==> config.mk <==
export PLATFORM = sky130hd
export DESIGN_NAME = correlation_packetizer_flat
export DESIGN_NICKNAME = d
export VERILOG_FILES = /design/src/rtl/correlation_packetizer_pkg.sv /design/src/rtl/correlation_packetizer_if.sv /design/src/rtl/correlation_packetizer_hex_ascii.sv /design/src/rtl/correlation_packetizer.sv /design/src/flat_wrapper.sv
export SDC_FILE = /design/constraint.sdc
export NUM_CORES = 1
export LEC_CHECK = 0
export BUFFER_PORTS_ARGS = -buffer_cell sky130_fd_sc_hd__buf_2
export CORE_ASPECT_RATIO = 1.5
export CORE_MARGIN = 1
export CORE_UTILIZATION = 55
export CTS_BUF_LIST = sky130_fd_sc_hd__clkbuf_8
export DETAILED_ROUTE_END_ITERATION = 12
export PLACE_DENSITY = 0.76
export SYNTH_ARGS = -nofsm -noshare
export SYNTH_HDL_FRONTEND = slang
export SYNTH_HIERARCHICAL = 1
export SYNTH_SLANG_ARGS = --single-unit
==> constraint.sdc <==
create_clock -name clk -period 7.6 [get_ports clk]
set_input_delay 0.76 -clock clk [delete_from_list [all_inputs] [get_ports clk]]
set_output_delay 0.76 -clock clk [all_outputs]
set_load 0.01 [all_outputs]
==> src/rtl/correlation_packetizer_pkg.sv <==
// Shared constants for the correlation packetizer: FSM state encoding,
// frame sync words and the end-of-line byte values.
package correlation_packetizer_pkg;

    // FSM state encoding
    localparam logic [2:0] ST_IDLE    = 3'd0;
    localparam logic [2:0] ST_HEADER  = 3'd1;
    localparam logic [2:0] ST_PAYLOAD = 3'd2;
    localparam logic [2:0] ST_FOOTER  = 3'd3;
    localparam logic [2:0] ST_EOL_CR  = 3'd4;
    localparam logic [2:0] ST_EOL_LF  = 3'd5;

    // Frame sync words
    localparam logic [15:0] SYNC_HDR = 16'hAA55;
    localparam logic [31:0] SYNC_FTR = 32'h55AA55AA;

    // End-of-line bytes
    localparam logic [7:0] ASCII_CR = 8'h0D;
    localparam logic [7:0] ASCII_LF = 8'h0A;

endpackage

==> src/rtl/correlation_packetizer_if.sv <==
// Byte stream towards the UART transmitter.
//   tx_data  : ASCII byte
//   tx_valid : tx_data holds a byte
//   tx_ready : sink accepts the byte (transfer when valid & ready)
// master = packetizer side, slave = UART side.
interface correlation_packetizer_if;
    logic [7:0] tx_data;
    logic       tx_valid;
    logic       tx_ready;

    modport master (output tx_data, output tx_valid, input tx_ready);
    modport slave  (input tx_data, input tx_valid, output tx_ready);
endinterface

==> src/rtl/correlation_packetizer_hex_ascii.sv <==
// hex_ascii: converts one nibble to its uppercase ASCII hex character.
//   nib_i   : 4-bit value
//   ascii_o : '0'..'9' (8'h30..8'h39) or 'A'..'F' (8'h41..8'h46)
// Purely combinational.
module correlation_packetizer_hex_ascii (
    input  logic [3:0] nib_i,
    output logic [7:0] ascii_o
);
    always_comb begin
        if (nib_i < 4'd10) ascii_o = 8'h30 + {4'h0, nib_i};
        else               ascii_o = 8'h37 + {4'h0, nib_i};
    end
endmodule

==> src/rtl/correlation_packetizer.sv <==
// correlation_packetizer: on a capture request, snapshots the correlator
// accumulators, asks the correlator to clear them, and streams one ASCII
// frame (hex header, hex payload words, hex footer with XOR checksum, CR LF)
// over a valid/ready byte interface.
// Ports:
//   clk, reset : clock, synchronous active-high reset
//   pulses     : CORR_WORDS accumulators of RESOLUTION bits, word k at [k*RESOLUTION +: RESOLUTION]
//   capture    : single-cycle frame request
//   acc_clear  : one-cycle pulse after an accepted capture
//   busy       : a frame is in flight
//   overrun    : sticky, a capture arrived while busy
//   tx         : byte stream (master side)
module correlation_packetizer
    import correlation_packetizer_pkg::*;
#(
    parameter int NUM_BASELINES = 1,
    parameter int LAG_CROSS     = 1,
    parameter int RESOLUTION    = 24
) (
    input  logic clk,
    input  logic reset,
    input  logic [NUM_BASELINES*(2*LAG_CROSS-1)*2*RESOLUTION-1:0] pulses,
    input  logic capture,
    output logic acc_clear,
    output logic busy,
    output logic overrun,
    correlation_packetizer_if.master tx
);
    localparam int CORR_WORDS = NUM_BASELINES * (2 * LAG_CROSS - 1) * 2;
    localparam int NIB        = (RESOLUTION + 3) / 4;
    localparam int NIB_W      = NIB * 4;
    localparam int WORD_W     = (CORR_WORDS > 1) ? $clog2(CORR_WORDS) : 1;
    localparam int SNAP_W     = CORR_WORDS * RESOLUTION;

    logic [2:0]        state_q, state_d;
    logic [3:0]        idx_q, idx_d;      // nibble index, counts down
    logic [WORD_W-1:0] word_q, word_d;    // payload word index, counts down
    logic [31:0]       frame_q, frame_d;
    logic [SNAP_W-1:0] snap_q;
    logic              tx_valid_q, tx_valid_d;
    logic [7:0]        tx_data_q, tx_data_d;
    logic              acc_clear_q, overrun_q;

    logic              start, xfer;
    logic [31:0]       csum;
    logic [63:0]       hdr_word, ftr_word;
    logic [NIB_W-1:0]  word_ext;
    logic [3:0]        nib;
    logic [7:0]        hex_char;

    assign busy        = (state_q != ST_IDLE);
    assign xfer        = tx_valid_q & tx.tx_ready;
    assign start       = capture & ~busy;
    assign acc_clear   = acc_clear_q;
    assign overrun     = overrun_q;
    assign tx.tx_valid = tx_valid_q;
    assign tx.tx_data  = tx_data_q;

    // Checksum over the frozen snapshot, each word zero-extended to 32 bits.
    always_comb begin
        csum = '0;
        for (int k = 0; k < CORR_WORDS; k++)
            csum = csum ^ 32'(snap_q[k*RESOLUTION +: RESOLUTION]);
    end

    // Pointer advance: the pointer always names the byte held in tx_data_q,
    // so it moves on an accepted byte and the next byte is loaded on the
    // same edge, giving one byte per cycle across state boundaries.
    always_comb begin
        state_d    = state_q;
        idx_d      = idx_q;
        word_d     = word_q;
        frame_d    = frame_q;
        tx_valid_d = tx_valid_q;
        if (start) begin
            state_d    = ST_HEADER;
            idx_d      = 4'd15;
            word_d     = '0;
            frame_d    = frame_q + 32'd1;
            tx_valid_d = 1'b1;
        end else if (xfer) begin
            case (state_q)
                ST_HEADER: begin
                    if (idx_q == 4'd0) begin
                        state_d = ST_PAYLOAD;
                        word_d  = WORD_W'(CORR_WORDS - 1);
                        idx_d   = 4'(NIB - 1);
                    end else idx_d = idx_q - 4'd1;
                end
                ST_PAYLOAD: begin
                    if (idx_q == 4'd0) begin
                        if (word_q == '0) begin
                            state_d = ST_FOOTER;
                            idx_d   = 4'd15;
                        end else begin
                            word_d = word_q - 1'b1;
                            idx_d  = 4'(NIB - 1);
                        end
                    end else idx_d = idx_q - 4'd1;
                end
                ST_FOOTER: begin
                    if (idx_q == 4'd0) state_d = ST_EOL_CR;
                    else               idx_d   = idx_q - 4'd1;
                end
                ST_EOL_CR: state_d = ST_EOL_LF;
                default: begin
                    state_d    = ST_IDLE;
                    tx_valid_d = 1'b0;
                end
            endcase
        end
    end

    // Byte for the next pointer position. The header uses frame_d so the
    // post-increment count appears in the frame that bumped it; payload and
    // footer only occur while busy, when the snapshot is stable.
    always_comb begin
        hdr_word = {SYNC_HDR, 16'(CORR_WORDS), frame_d};
        ftr_word = {SYNC_FTR, csum};
        word_ext = NIB_W'(snap_q[word_d*RESOLUTION +: RESOLUTION]);
        case (state_d)
            ST_HEADER:  nib = hdr_word[idx_d*4 +: 4];
            ST_PAYLOAD: nib = word_ext[idx_d*4 +: 4];
            ST_FOOTER:  nib = ftr_word[idx_d*4 +: 4];
            default:    nib = 4'h0;
        endcase
    end

    correlation_packetizer_hex_ascii u_hex_ascii (
        .nib_i   (nib),
        .ascii_o (hex_char)
    );

    always_comb begin
        tx_data_d = tx_data_q;
        if (start || xfer) begin
            case (state_d)
                ST_EOL_CR: tx_data_d = ASCII_CR;
                ST_EOL_LF: tx_data_d = ASCII_LF;
                ST_IDLE:   tx_data_d = tx_data_q;
                default:   tx_data_d = hex_char;
            endcase
        end
    end

    always_ff @(posedge clk) begin
        if (reset) begin
            state_q     <= ST_IDLE;
            idx_q       <= 4'd0;
            word_q      <= '0;
            frame_q     <= 32'd0;
            tx_valid_q  <= 1'b0;
            tx_data_q   <= 8'h00;
            acc_clear_q <= 1'b0;
            overrun_q   <= 1'b0;
        end else begin
            state_q     <= state_d;
            idx_q       <= idx_d;
            word_q      <= word_d;
            frame_q     <= frame_d;
            tx_valid_q  <= tx_valid_d;
            tx_data_q   <= tx_data_d;
            acc_clear_q <= start;
            if (capture && busy) overrun_q <= 1'b1;
        end
    end

    // Snapshot is pure data: no reset, loaded only on an accepted capture.
    always_ff @(posedge clk) begin
        if (start && !reset) snap_q <= pulses;
    end

endmodule

==> src/flat_wrapper.sv <==
// flat-port wrapper written by rule: the top's interface ports become plain ports
module correlation_packetizer_flat import correlation_packetizer_pkg::*;
#(
    parameter int NUM_BASELINES = 1,
    parameter int LAG_CROSS     = 1,
    parameter int RESOLUTION    = 24
)
  (clk, reset, pulses, capture, acc_clear, busy, overrun, tx_tx_data, tx_tx_valid, tx_tx_ready);
  correlation_packetizer_if tx_i ();
  input  logic clk;
  input  logic reset;
  input  logic [NUM_BASELINES*(2*LAG_CROSS-1)*2*RESOLUTION-1:0] pulses;
  input  logic capture;
  output logic acc_clear;
  output logic busy;
  output logic overrun;
  output wire logic [$bits(tx_i.tx_data)-1:0] tx_tx_data;
  output wire logic [$bits(tx_i.tx_valid)-1:0] tx_tx_valid;
  input wire logic [$bits(tx_i.tx_ready)-1:0] tx_tx_ready;
  assign tx_tx_data = tx_i.tx_data;
  assign tx_tx_valid = tx_i.tx_valid;
  assign tx_i.tx_ready = tx_tx_ready;
  correlation_packetizer #(.NUM_BASELINES(NUM_BASELINES), .LAG_CROSS(LAG_CROSS), .RESOLUTION(RESOLUTION)) u_core (.clk(clk), .reset(reset), .pulses(pulses), .capture(capture), .acc_clear(acc_clear), .busy(busy), .overrun(overrun), .tx(tx_i));
endmodule
---- Word level (Yosys, flattened, before mapping) ----
Index checks and enable logic that the tools add are counted.
cells by class
  div/mod/pow operators ................... 0
  order comparisons ....................... 1
  shifts and indexed selects .............. 4
  $mul .................................... 1
  reductions and logical operators ........ 11
  add/subtract/negate cells ............... 5
  bitwise gates (word level) .............. 5
  equal/unequal tests ..................... 10
  multiplexer cells ....................... 27
operator list
  operator                                             count
  variable part select 64 x 7 -> 4 bit                 2
  variable part select 48 x 7 -> 24 bit                1
  adder 32 x 1 -> 32 bit, second input constant        1
  two-way mux 32 bit                                   1
  two-way mux 4 bit                                    6
  case mux 4 bit (3 select lines)                      2
  case mux 8 bit (3 select lines)                      1
  variable part select 24 x 7 -> 4 bit                 1
  XOR 24 bit                                           1
  two-way mux 3 bit                                    6
  adder 6 x 4 -> 7 bit, first input constant           2
  equality test 3 x 2 -> 1 bit, second input constant  4
  case mux 3 bit (4 select lines)                      1
  equality test 3 bit, second input constant           3
  two-way mux 1 bit                                    8
  two-way mux 7 bit                                    1
  equality test 3 x 1 -> 1 bit, second input constant  2
  zero test 4 bit                                      1
  < comparator 4 bit, second input constant            1
  AND reduction 2 bit                                  2
  OR reduction 4 bit                                   1
  subtractor 4 x 1 -> 4 bit, second input constant     1
  zero test 3 bit                                      1
  multiplier 1 x 2 -> 3 bit, second input constant     1
  other kinds (10)                                     13
storage, ports and cells
  ROM bits ................................ 0
  register bits after elaboration ......... 99
  RAM bits ................................ 0
  memories ................................ 0
  word-level logic and storage cells ...... 73
  input bits .............................. 52
  output and inout port bits .............. 12
  latch bits .............................. 0

---- Longest topological paths before layout ----
Gate-level depths: netlist of run 1.
  word-level depth ........................ 13
  depth in mapped cells ................... 21
  gate-level depth less buffers ........... 20

---- Modules after synthesis ----
The synthesis of run 1 kept the hierarchy.
by module, submodules not included
  module                            cells an instance  area each (sq um)  seq. area each (sq um)  instances
  correlation_packetizer            532                5099.9             2462.4                  1
  correlation_packetizer_hex_ascii  16                 105.1              0.0                     1

---- Worst setup path before layout of run 1 ----
OpenSTA, ideal clock, no wires.
  path kind ............................... input to register
  start ................................... in capture
  end ..................................... reg u_core.snap_q[0] (enable)
  setup time .............................. 0.454 ns
  required time ........................... 7.146 ns
  stages on the path ...................... 4
  path slack .............................. 3.602 ns
  arrival ................................. 3.544 ns
  buffers on the path ..................... 2
  cell sequence ........................... or4b_4 buf_6 buf_2 nor2_1
between the ends
  cells in the longest elaborated chain, start to end .. 2
ends and longest elaborated chain
  what                  RTL line                       RTL
  from (decl)           flat_wrapper.sv:13             input logic capture;
  bitwise AND 1 bit     correlation_packetizer.sv:53   assign start = capture & ~busy;
  logical AND 1 bit     correlation_packetizer.sv:170  if (start && !reset) snap_q <= pulses;
  to (signal assigned)  correlation_packetizer.sv:170
  to (decl)             correlation_packetizer.sv:39   logic [SNAP_W-1:0] snap_q;
Every way passes these cells.
A chain may end at the register's enable or synchronous reset.

---- Worst setup path in the final report of run 1 ----
  start ................................... reg u_core.state_q[1]
  end ..................................... reg u_core.tx_data_q[0] (netlist: u_core/tx.tx_data[0])
between the ends
  cells in the longest elaborated chain, start to end .. 11
  elaborated cells between the ends (all ways) .. 41
  classes of those cells .................. add/sub: 2; mul: 1; order compare: 1; eq/ne: 9; shift: 4; mux: 17; bitwise: 3; reduce/logical: 4
ends and longest elaborated chain
  what                                                               RTL line                                                    RTL
  from (decl)                                                        correlation_packetizer.sv:35                                logic [2:0] state_q, state_d;
  from (signal assigned)                                             correlation_packetizer.sv:157                               state_q <= state_d;
  equality test 3 x 2 -> 1 bit, or another cell as far along         correlation_packetizer.sv:82                                case (state_q)
  case mux 1 bit (2 select lines) or inverter 1 bit (tied branches)  correlation_packetizer.sv:82, correlation_packetizer.sv:53
  two-way mux 1 bit or bitwise AND 1 bit (tied branches)             correlation_packetizer.sv:81, correlation_packetizer.sv:53
  two-way mux 1 bit                                                  correlation_packetizer.sv:75                                if (start) begin
  multiplier 1 x 2 -> 3 bit                                          correlation_packetizer.sv:120                               word_ext = NIB_W'(snap_q[word_d*RESOLUTION +: RESOLUTION]);
  variable part select 48 x 7 -> 24 bit                              correlation_packetizer.sv:120
  variable part select 24 x 7 -> 4 bit                               correlation_packetizer.sv:123                               ST_PAYLOAD: nib = word_ext[idx_d*4 +: 4];
  case mux 4 bit (3 select lines) *                                  correlation_packetizer.sv:121                               case (state_d)
  via u_core.nib[2]                                                  correlation_packetizer.sv:48                                logic [3:0] nib;
  < comparator 4 bit *                                               correlation_packetizer_hex_ascii.sv:10                      if (nib_i < 4'd10) ascii_o = 8'h30 + {4'h0, nib_i};
  two-way mux 7 bit *                                                correlation_packetizer_hex_ascii.sv:10
  via u_core.hex_char[0]                                             correlation_packetizer.sv:49                                logic [7:0] hex_char;
  case mux 8 bit (3 select lines) *                                  correlation_packetizer.sv:137                               case (state_d)
  to (signal assigned)                                               correlation_packetizer.sv:162                               tx_data_q <= tx_data_d;
  to (decl)                                                          correlation_packetizer.sv:41                                logic [7:0] tx_data_q, tx_data_d;
The timed path passes the listed nets; every way through them passes the cells marked *. The select of a mux whose other input is x is not followed.

==> results of run 1 <==
cell usage after synthesis (all sizes together), types with 13 or more instances:
library cell / n
nand2: 40
a31oi: 14
nand4: 13
nor2: 55
clkbuf: 16
buf: 15
o21ai: 30
nor2b: 17
nand3: 32
dfxtp: 51
a21oi: 44
inv: 16
edfxtp: 48
xnor2: 24
report_power, final:
group	internal (W)	switching, W	total, W	leakage (nW)
clock network	0.000161	0.000181	0.000342	0.0984
logic	0.000119	0.000205	0.000324	1.08
registers	0.000594	0.0000255	0.000619	0.859
worst max-delay path, cell delays in order (launching register included):
cell	delay (ps)
dfxtp_1	500
nor2_1	550
nand4_1	370
o2111a_1	380
nand2b_1	550
o21ai_0	170
o311ai_0	390
a31oi_1	90
a2111oi_1	1090
o21ai_1	260
xnor2_1	190
a211oi_1	220
nor3_1	70
registers in the layout, summed over array words and instances (netlist names):
signal / cells
u_core/snap_q: 48
u_core/frame_q: 32
u_core/tx.tx_data: 8
u_core/idx_q: 4
u_core/state_q: 3
u_core/acc_clear: 1
u_core/overrun: 1
u_core/tx.tx_valid: 1
u_core/word_q: 1
routing by layer:
layer / global-route usage, % / vias to the layer above
met3: 3.985 / 28
met5: 0 / -
met2: 44.79 / 145
met4: 14.17 / 0
met1: 30.36 / 2082
li1: - / 2134
kinds of logic (layout without fill, tap and decap cells):
family | count (synthesis) | after routing | synth area share, %
multiplexers | 8 | 8 | 1.827
AND/OR/NAND/NOR | 205 | 205 | 20.75
flip-flops | 99 | 99 | 47.31
adder cells (fa/ha/maj) | 4 | 4 | 0.9616
other | 1 | 1 | 0.07205
AO/OA/AOI/OAI | 153 | 153 | 19.81
buffers and inverters | 47 | 102 | 4.062
XOR/XNOR | 31 | 31 | 5.216
area by class of cell:
cell class              count  area, um^2
clock inverters             6       65.06
inverters                  16       60.06
clock buffers              10       137.6
flip-flops and latches     99        2462
well taps                 112       140.1
multi-input cells         402        2545
fillers                   781        3422
repair buffers             70       367.9
per-stage QoR:
stage / util [%] / total power (W) / setup WS (ps)
2_1_floorplan: - / 0.0008606 / 3602
4_1_cts: 62.80 / 0.001290 / 2800
3_5_place_dp: 60.60 / 0.0009508 / 2698
3_3_place_gp: 60.60 / 0.0009425 / 2856
6_report: 62.80 / 0.001285 / 2655
5_1_grt: 62.80 / 0.001353 / 2171
path summary, 6_finish.rpt:
path,end,cells after the start,slack (ps),from
max reg2reg,u_core/tx.tx_data[0]$_SDFFE_PP0P_,12,2660,u_core/state_q[1]$_SDFF_PP0_
max,u_core/tx.tx_data[0]$_SDFFE_PP0P_,12,2660,u_core/state_q[1]$_SDFF_PP0_
min,u_core/tx.tx_data[6]$_SDFFE_PP0P_,2,460,u_core/tx.tx_data[6]$_SDFFE_PP0P_
min reg2reg,u_core/tx.tx_data[6]$_SDFFE_PP0P_,2,460,u_core/tx.tx_data[6]$_SDFFE_PP0P_
==> impl_metrics.toml, run 1 <==
[status]
outcome = "completed"

[placed_design]
post_dp_cell_area_mm2 = 0.005575
portBuffers = 63
place_inst = 699
place.gp.congestion = 0.9348
hpwl_um = 8539

[routing]
highest_layer = "met4"
routed_wl_um = 11940
wl_met3_um = 567
vias = 4389
routed-wl-met2_um = 6100
routedWlPerCell_um = 16.70
drt_pass1_iterations = 4
drtIter0Drc = 366
met1Wirelength_um = 4847
drc = 0
viasPerCell = 6.138
antenna_left = 0

[sta]
fmax_mhz = 202.2
timing.hold.ws_ps = 455.3
fin_tns_setup_ps = 0
maxSlewHeadroom_pct = 16.33
setup_viol = 0
hold_viol = 0
rsz0062_at_grt = "no"
min_period_over_period_pct = 65.06
skew_ps = 10.98
tightestPinTransition_ps = 1252
fin_crit_ps = 4945
drv_slew = 0

[pwr]
ir_drop_v = 0.0001407
leakage_nw = 2.037
p_per_area_mw_per_mm2 = 222.5

[floorplanning]
coreArea_mm2 = 0.009200
design.die.area_mm2 = 0.009865
fp.dieH_um = 121.1
fp.dieW_um = 81.43
pin_count = 64
rows = 43
start_util_pct = 56.58

[cts]
htreeDepth = 3
cts.path.max_buffers = 2
path_clk_slew_ps = 90
cts_root_buf = "clkbuf_8"
cts.sinks = 99
tritoncts = "built"
numCtsBuffers = 9
post_cts_buffers = 0
clk_latency_ps = 360
cts_resized = 0
cts_hold_buf = 0

[synth]
synth.distinct_cells = 77
async_flop_share_pct = 0
yosys.area.top_type = "edfxtp_1"
syn_avg_cell_area_um2 = 9.498
netlist_area_mm2 = 0.005205
ys_warn_count = 6
ys_top_cells_by_area = "edfxtp_1, dfxtp_1, a21oi_1, xnor2_1, nor2_1"
synth_seq_area_share_pct = 47.31
synth_edf_count = 48
ys_seq_elements = 99
yosys_most_used_dff = "dfxtp_1"
syn_inst = 548
synth_top_area_share_pct = 27.69
syn-num-nets = 604

[global_route]
track_usage_pct = 26.11
grt_overflow = 0
grt_pass1_wl_um = 19530
antenna_found_initial = 0
grt_pass1_vias = 4187
grt_start_max_net_pins = 53

[cells_and_area]
final_cell_count_no_fill = 715
drive_gt1_share_pct = 17.41
layout_commonest_cell = "buf_2"
fin_nets = 654
finalInstanceArea_mm2 = 0.005778
area.growth.synth_to_final_pct = 11.01
most-common-layout-cells = "buf_2, nor2_1, dfxtp_1, edfxtp_1, a21oi_1"
antenna_cells = 0

[worst_setup_path]
endpoint_kind = "flip-flop"
crit_required_ps = 7840
crit_fanout = 19
arrival_ps = 5180
critPathKind = "flip-flop to flip-flop"
startpoint_type = "flip-flop"

[flow_run]
cap_violations = 0

[hold_path]
hold_path_class = "flip-flop to flip-flop"
Note: power is estimated with default switching activity, not from simulation.
==> inputs of run 2 (changes only) <==
ABC_AREA = 1   (was not set)
PLACE_DENSITY = 0.78   (was 0.76)
clock period = 4 ns   (was 7.6 ns; I/O delays follow)
==> run 2 against run 1 <==
Net effect: cell count up 43%; synthesized cell count increased by 49%; flip-flop and latch count unchanged; clock skew increased by 2.1 ps; clock power increased by 100%; combinational power grew 55%; sequential share of layout area is 5.1 points lower; routed wire length grew 19%; global-route usage grew 0.60 points; final area rose by 14%; critical path type unchanged.
==> impl_metrics.toml, run 2 <==
[floorplanning]
coreArea_mm2 = 0.01053
rows = 46
fp.dieW_um = 86.66
fp.dieH_um = 129.0
design.die.area_mm2 = 0.01118
pin_count = 64
start_util_pct = 56.14

[sta]
hold_viol = 0
setup_viol = 0
drv_slew = 0
fin_crit_ps = 3474
fmax_mhz = 287.8
skew_ps = 13.11
timing.hold.ws_ps = 194.9
maxSlewHeadroom_pct = 54.20
rsz0062_at_grt = "no"
fin_tns_setup_ps = 0
tightestPinTransition_ps = 685.4
min_period_over_period_pct = 86.85

[worst_setup_path]
r2r_cells = 24
startpoint_type = "flip-flop"
r2r_slack_ps = 530
worst-path-buf-inv = 4
critical-path-max-stage-delay_ps = 510
endpoint_kind = "flip-flop"
timing.rr.start = "u_core/idx_q[0]$_SDFF_PP0_"
arrival_ps = 3710
crit_family = "simple AND/OR/NAND/NOR gates"
critPathKind = "flip-flop to flip-flop"
cp_cell_sequence = "inv_1 > ha_1 > nand2_1 > nor2_2 > nand3_1 > nand2_1 > nand4_4 > nor2_4 > nand2_1 > nand3_1 > nand2_1 > nand2_1 > nand2_1 > nand3_1 > nand3_1 > nand2_1 > inv_1 > inv_1 > ha_1 > inv_1 > o21ai_1 > nand2_1 > o21ai_0 > a211oi_1"
timing.rr.end = "u_core/tx.tx_data[2]$_SDFFE_PP0P_"
slowest_stage = "nor2_4"
cpMostUsedCell = "nand2_1"
crit_fanout = 22
crit_required_ps = 4230

[global_route]
grt_pass1_vias = 5058
track_usage_pct = 26.71
grt_start_max_net_pins = 49
grt_pass1_wl_um = 22740
antenna_found_initial = 0
grt_overflow = 0

[cts]
numCtsBuffers = 9
cts.sinks = 99
path_clk_slew_ps = 100
tritoncts = "built"
post_cts_buffers = 0
htreeDepth = 3
cts_hold_buf = 0
clk_latency_ps = 370
cts_root_buf = "clkbuf_8"
cts_resized = 0
cts.path.max_buffers = 2

[cells_and_area]
fin_nets = 930
drive_gt1_share_pct = 13.77
regArea_mm2 = 0.002462
area.growth.synth_to_final_pct = 11.07
antenna_cells = 0
most-common-layout-cells = "nand2_1, nand3_1, nor2_1, inv_1, buf_2"
layout_commonest_cell = "nand2_1"
top_register = "u_core/snap_q"
largest_register_ffs = 48
multi_input_area_mm2 = 0.003025
n_fill_cell = 966

[pwr]
p_per_area_mw_per_mm2 = 357.7
ir_drop_v = 0.0003526
leakage_nw = 2.853

[synth]
synth-compound-area-share_pct = 6.411
ys_top_cells_by_count = "nand2_1, nand3_1, nor2_1"
synth.area.mux_share_pct = 0.3386
synth.distinct_cells = 42
synthXorXnorAreaFrac_pct = 6.517
syn-num-nets = 870
ys_top_cells_by_area = "edfxtp_1, dfxtp_1, nand2_1, nand3_1, nor2_1"
yosys.area.top_type = "edfxtp_1"
synth.most_common_cell = "nand2_1"
synth-simple-area-share_pct = 36.86
synth_seq_area_share_pct = 41.64
ys_seq_elements = 99
netlist_area_mm2 = 0.005913
synth_top_area_share_pct = 24.38
async_flop_share_pct = 0
synth_top_family_by_area = "simple AND/OR/NAND/NOR gates"
syn_avg_cell_area_um2 = 7.264
synth_edf_count = 48
yosys_most_used_dff = "dfxtp_1"
syn_inst = 814
ys_warn_count = 6
synth_fa_ha_area_share_pct = 0.8464

[routing]
routed_wl_um = 14240
viasPerCell = 5.326
drt_pass1_iterations = 5
drtIter0Drc = 337
drc = 0
antenna_left = 0
vias = 5448
routedWlPerCell_um = 13.92

[hold_path]
min_to = "u_core/snap_q[10]$_DFFE_PP_"
whs_path_depth = 1
hold_path_class = "primary input to flip-flop"
holdCritStartpoint = "pulses[10]"

[placed_design]
place.gp.congestion = 1.014
hpwl_um = 11040
portBuffers = 63

[status]
outcome = "completed"

[flow_run]
cap_violations = 0
-- run 2: cell types whose count changed after synthesis, moves of 15 or more --
cell / change
inv_1: +57
nor2b_1: -17
nand3_1: +64
o21ai_0: -15
nor2_1: +33
xor2_1: +16
nand2_1: +222
-- run 2: cell families after synthesis --
kind of cell    count (synthesis)
other cells                     1
compound gates                 63
buf+inv                       103
simple gates                  498
fa+ha+maj                       4
flops                          99
xor+xnor                       44
mux                             2
-- run 2: worst register-to-register path, cell delays in order (launching register included) --
cell and delay, ps:
dfxtp_1 330, inv_1 90, ha_1 220, nand2_1 80
nor2_2 170, nand3_1 90, nand2_1 140, nand4_4 330
nor2_4 510, nand2_1 160, nand3_1 100, nand2_1 50
nand2_1 60, nand2_1 50, nand3_1 70, nand3_1 70
nand2_1 80, inv_1 70, inv_1 80, ha_1 160
inv_1 50, o21ai_1 110, nand2_1 50, o21ai_0 150
a211oi_1 80
-- run 2: final cells by class --
cell class,instances,share of cell area [%]
multi-input cells,612,46.07
clock inverters,7,1.295
well taps,144,2.743
clock buffers,9,1.886
inverters,78,4.458
flip-flops and latches,99,37.49
repair buffers,74,6.058
-- run 2: worst max path at each step --
| stage | start | to | slack, ps | cells past startpoint |
|---|---|---|---|---|
| 3_5_place_dp | u_core/idx_q[0]$_SDFF_PP0_ | u_core/tx.tx_data[2]$_SDFFE_PP0P_ | 540 | 24 |
| 4_1_cts | u_core/idx_q[0]$_SDFF_PP0_ | u_core/tx.tx_data[2]$_SDFFE_PP0P_ | 530 | 24 |
| 5_1_grt | u_core/idx_q[0]$_SDFF_PP0_ | u_core/tx.tx_data[2]$_SDFFE_PP0P_ | 110 | 24 |
| 2_1_floorplan | u_core/state_q[1]$_SDFF_PP0_ | u_core/snap_q[0]$_DFFE_PP_ | 400 | 5 |
| 6_report | u_core/idx_q[0]$_SDFF_PP0_ | u_core/tx.tx_data[2]$_SDFFE_PP0P_ | 530 | 24 |
| 3_3_place_gp | u_core/idx_q[0]$_SDFF_PP0_ | u_core/tx.tx_data[2]$_SDFFE_PP0P_ | 620 | 24 |
-- run 2: per-stage QoR --
| stage | cells | setup slack (ps) | instance area [um^2] | utilization [%] | total power, W |
|---|---|---|---|---|---|
| 6_report | 1023 | 526.0 | 6568 | 62.35 | 0.002349 |
| 5_1_grt | 1023 | 109.5 | 6568 | 62.35 | 0.002461 |
| 4_1_cts | 1023 | 527.2 | 6568 | 62.35 | 0.002354 |
| 3_5_place_dp | 1007 | 538.0 | 6359 | 60.37 | 0.001681 |
| 3_3_place_gp | 1007 | 617.9 | 6359 | 60.37 | 0.001679 |
| 2_1_floorplan | 814 | 395.5 | 5913 | - | 0.001543 |
-- run 2: power breakdown --
group	switching, W	internal, W	leakage, nW
clock	0.000338	0.000346	0.109
combinational	0.000330	0.000172	1.88
sequential	0.0000406	0.00112	0.860
-- run 2: routing by layer --
layer	wire, um	track usage, %	share of wire, %	vias up
li1	-	-	-	2757
met5	0	0	0	-
met1	5666	29.75	40	2456
met4	694	15.69	4.9	0
met3	667	4.105	4.7	51
met2	7210	47.71	51	184
